[src/rtl/line_buffer_ctrl.sv]
// Write/read scheduler for the four line buffers feeding the 3x3 box-blur kernel.
// Pixels fill buffers round-robin; three resident lines are read in lockstep as pixel columns.
module line_buffer_ctrl #(
  parameter int IMG_WIDTH  = 16,
  parameter int DATA_WIDTH = 8
) (
  input  logic                  clk,
  input  logic                  rst,
  input  logic [DATA_WIDTH-1:0] inPixel,
  input  logic                  inPixelValid,
  input  logic                  outReady,
  output logic                  inReady,
  output logic [DATA_WIDTH-1:0] lbWrData,
  output logic [3:0]            lbWrValid,
  output logic [3:0]            lbRdEn,
  output logic [1:0]            rdSel,
  output logic                  kernelValid,
  output logic                  lineDone,
  output logic                  overflow
);

  localparam int FILL_W = $clog2(4*IMG_WIDTH+1);
  localparam int CNT_W  = (IMG_WIDTH > 1) ? $clog2(IMG_WIDTH) : 1;
  localparam logic [FILL_W-1:0] FULL_LVL  = FILL_W'(4*IMG_WIDTH);
  localparam logic [FILL_W-1:0] START_LVL = FILL_W'(3*IMG_WIDTH);
  localparam logic [CNT_W-1:0]  LAST_COL  = CNT_W'(IMG_WIDTH-1);

  typedef enum logic {IDLE, READ} state_t;

  state_t            state;
  logic [1:0]        wrPtr;
  logic [1:0]        rdPtr;
  logic [CNT_W-1:0]  wrCount;
  logic [CNT_W-1:0]  rdCount;
  logic [FILL_W-1:0] fillCount;
  logic [FILL_W-1:0] fillNext;
  logic              accept;
  logic              topRead;

  // Three consecutive buffers starting at the top row, wrapping modulo 4.
  function automatic logic [3:0] readMask(input logic [1:0] top);
    logic [7:0] rot;
    rot = 8'h77 << top;
    return rot[7:4];
  endfunction

  always_comb begin
    accept      = inPixelValid & inReady;
    lbRdEn      = (state == READ && outReady) ? readMask(rdPtr) : 4'b0000;
    topRead     = |lbRdEn;
    kernelValid = topRead;
    fillNext    = fillCount + FILL_W'(accept) - FILL_W'(topRead);
  end

  assign rdSel = rdPtr;

  always_ff @(posedge clk or negedge rst) begin
    if (!rst) begin
      state     <= IDLE;
      wrPtr     <= '0;
      rdPtr     <= '0;
      wrCount   <= '0;
      rdCount   <= '0;
      fillCount <= '0;
      inReady   <= 1'b1;
      lbWrData  <= '0;
      lbWrValid <= '0;
      lineDone  <= 1'b0;
      overflow  <= 1'b0;
    end else begin
      // write stage: register the accepted pixel and strobe the current buffer
      lbWrValid <= accept ? (4'b0001 << wrPtr) : 4'b0000;
      if (accept) begin
        lbWrData <= inPixel;
        if (wrCount == LAST_COL) begin
          wrCount <= '0;
          wrPtr   <= wrPtr + 2'd1;
        end else begin
          wrCount <= wrCount + CNT_W'(1);
        end
      end

      fillCount <= fillNext;
      inReady   <= (fillNext < FULL_LVL);
      if (inPixelValid && !inReady)
        overflow <= 1'b1;

      // read stage: one column per strobe; always drop to IDLE for one cycle between lines
      lineDone <= 1'b0;
      case (state)
        IDLE: begin
          if (fillCount >= START_LVL)
            state <= READ;
        end
        READ: begin
          if (topRead) begin
            if (rdCount == LAST_COL) begin
              rdCount  <= '0;
              rdPtr    <= rdPtr + 2'd1;
              lineDone <= 1'b1;
              state    <= IDLE;
            end else begin
              rdCount <= rdCount + CNT_W'(1);
            end
          end
        end
        default: state <= IDLE;
      endcase
    end
  end

endmodule
[config.mk]
export PLATFORM = sky130hd
export DESIGN_NAME = line_buffer_ctrl
export DESIGN_NICKNAME = d
export VERILOG_FILES = /design/src/rtl/line_buffer_ctrl.sv
export SDC_FILE = /design/constraint.sdc
export NUM_CORES = 1
export LEC_CHECK = 0
export ABC_AREA = 1
export BUFFER_PORTS_ARGS = -buffer_cell sky130_fd_sc_hd__buf_4
export CAP_MARGIN = 0
export CORE_MARGIN = 2
export CORE_UTILIZATION = 25
export CTS_CLUSTER_DIAMETER = 150
export CTS_CLUSTER_SIZE = 25
export DETAILED_ROUTE_END_ITERATION = 10
export MAX_ROUTING_LAYER = met4
export PLACE_DENSITY = 0.53
export SYNTH_ARGS = -nofsm -noshare
export SYNTH_HDL_FRONTEND = slang
export SYNTH_SLANG_ARGS = --single-unit
[constraint.sdc]
create_clock -name clk -period 4.8 [get_ports clk]
set_input_delay 0.72 -clock clk [delete_from_list [all_inputs] [get_ports clk]]
set_output_delay 0.72 -clock clk [all_outputs]
set_load 0.03 [all_outputs]
==> results.toml <==
[grt]
grt_max_degree = 36
grt_pass1_vias = 1365
track_usage_pct = 9.50
grt-ovfl-total = 0
antenna_found_initial = 0
grt_pass1_wl_mm = 6.17

[routing]
first_pass_iters = 4
drc = 0
ant_nets = 0
vias = 1435
avgRoutedWirePerCell_um = 10.2
routed_wl_mm = 3.63
via_per_inst = 4.04
drt_iter0_drc = 48

[layout]
final_area_sq_um = 2380
nets = 288
final_layout_size_suffix_gt1_share_pct = 26.6
area_growth_pct = 24.7
antennaDiodeCount = 0

[clocking]
clkLatencyLatePin_ps = 290
cts_max_path_buffers = 2
htree_levels = 2
cts_buffers = 5
clock_sinks = 35
clockRootBuffer = "clkbuf_8"
cts_resized = 0
hold_buffers = 0
cts_setup_buffers = 0
path_clk_slew_ps = 70
cts_tree = "built"

[place]
routabilityCongestion = 0.765
place_ws_ps = 2140
hpwl_mm = 2.70
numPortBuffers = 33
dpl-instance-area_sq_um = 2270

[worst_setup_path]
crit_arrival_ps = 2710
slowest_stage = "dfrtp_1"
crit_type = "register to register"
critPathRequiredTime_ps = 4980
slowest_delay_ps = 420
cp-end-kind = "register"
crit_top_cell = "inv_1"
cp-start-kind = "register"
path_cells = "inv_1 -> ha_1 -> inv_1 -> o21ai_2 -> nand2_4 -> ha_1 -> inv_1 -> ha_1 -> inv_1 -> fa_1 -> inv_1 -> nand3_2 -> nand4_1 -> nand2_1"
cp_max_fo = 8

[floorplan]
ioPinCount = 34
rows = 31
die_w_um = 91.4
die_h_um = 91.4
initial_utilization_pct = 26.1
core_sq_um = 7330
die_area_sq_um = 8360

[sta]
max_freq_ghz = 0.396
fin_crit_sh_pct = 52.6
setup_viol = 0
finalHoldViolCount = 0
fin_ws_ps = 2280
finalSetupTns_ps = 0
relSlewSlack_pct = 68.9
slew_violations = 0
fin_crit_ps = 2520
rsz0062_at_grt = "false"
tightest_slew_ps = 467
skew_ps = 6.72

[power]
p_int_w = 0.000922
p_per_area_nw_per_um2 = 704
p_total_w = 0.00168
clkPwrFrac_pct = 16.1
seqPwrFrac_pct = 31.2
switching_power_w = 0.000755
p_comb_share_pct = 52.6
switching_share_pct = 45.0
p_leak_nw = 1.29
peakVddDrop_mv = 0.266

[outcome]
status = "finished clean"

[yosys]
synth_fp_nets = 250
yosys_warnings = 0
avgSynthCellArea_sq_um = 8.80
mappedNetlistArea_sq_um = 1910
synth_cell_types = 28
seq_area_frac_synth_pct = 45.9
netlist_instances = 217
synth_seq_cells = 35

[job]
drv_cap = 0

[worst_hold_path]
min_path_type = "input port to async pin"
synthesized netlist by cell type (all sizes together):
cell type	n	area [sq um]
a21oi	6	30.0
a31oi	1	6.26
and2	1	6.26
buf	2	12.5
dfrtp	34	851
dfstp	1	26.3
fa	1	20.0
ha	20	250
inv	39	146
nand2	64	265
nand3	13	85.1
nand4	3	18.8
nor2	17	78.8
nor3	1	10.0
o21ai	6	37.5
o21bai	1	7.51
or2	1	6.26
xnor2	2	17.5
xor2	4	35.0
area by class of cell:
type,count,area (sq um)
flip-flops and latches,35,877
repair buffers,33,248
multi-input cells,141,875
fillers,773,4950
inverters,39,146
well taps,99,124
clock inverters,3,43.8
clock buffers,5,68.8
metrics by stage:
step / hold WS [ps] / utilization, % / cells
global route: 402 / 32.5 / 355
detailed placement: 466 / 31.0 / 347
global placement: 469 / 31.0 / 347
finish: 371 / 32.5 / 355
CTS: 385 / 32.5 / 355
floorplan: 424 / - / 217
layer usage:
| metal | share of wire, % | global-route usage (%) | vias to the layer above |
|---|---|---|---|
| met5 | 0 | - | - |
| met4 | 1.9 | 4.55 | 0 |
| met3 | 4.8 | 2.57 | 6 |
| met2 | 44 | 14.5 | 33 |
| met1 | 49 | 11.6 | 655 |
| li1 | - | - | 741 |
placed cells by master, fill, tap and decap left out, drive strengths merged:
cell type	instances
nor2	17
buf	33
fa	1
nand2	64
nor3	1
or2	1
clkinv	2
dfrtp	34
dfstp	1
and2	1
xnor2	2
o21ai	6
clkbuf	5
inv	39
a21oi	6
o21bai	1
bufinv	1
nand4	3
xor2	4
nand3	13
a31oi	1
ha	20
worst max-delay path, delay by kind of cell, from the launching register on:
family,cells,cell delay (ps)
AO/OA/AOI/OAI,1,170
adder cells (fa/ha/maj),4,1060
AND/OR/NAND/NOR,4,370
buffers and inverters,5,390
flip-flops,1,420
power by group through the flow:
| stage | Combinational, W | Clock (W) | Sequential (W) |
|---|---|---|---|
| floorplan | 0.000575 | 0 | 0.000608 |
| global placement | 0.000881 | 0 | 0.000531 |
| global route | 0.00100 | 0.000296 | 0.000544 |
| detailed placement | 0.000900 | 0 | 0.000528 |
| CTS | 0.000901 | 0.000284 | 0.000525 |
| finish | 0.000882 | 0.000271 | 0.000524 |
registers in the layout, summed over array words and instances, names as in the netlist:
signal	cells
fillCount	7
wrPtr	2
state	1
rdSel	2
lbWrValid	4
overflow	1
inReady	1
lineDone	1
rdCount	4
wrCount	4
lbWrData	8
final timing paths:
kind,startpoint,endpoint,slack [ps],cells past startpoint
min in group clk,lbWrData[6]$_DFFE_PN0P_,lbWrData[6]$_DFFE_PN0P_,480,2
setup reg to reg,rdSel[0]$_DFFE_PN0P_,fillCount[6]$_DFF_PN0_,2280,14
max in group asynchronous,rst,inReady$_DFF_PN1_,4080,1
setup / recovery,rdSel[0]$_DFFE_PN0P_,fillCount[6]$_DFF_PN0_,2280,14
hold / removal,rst,state$_DFF_PN0_,370,1
hold reg to reg,lbWrData[6]$_DFFE_PN0P_,lbWrData[6]$_DFFE_PN0P_,480,2
cells by family after synthesis:
| logic type | Yosys count | share of synthesized area, % |
|---|---|---|
| DFF | 35 | 45.9 |
| buffers and inverters | 41 | 8.32 |
| and+or+nand+nor | 100 | 24.6 |
| adders and majority gates | 21 | 14.1 |
| AOI/OAI and AO/OA | 14 | 4.26 |
| xor gates and xnor gates | 6 | 2.75 |
Note: power is estimated with default switching activity, not from simulation.
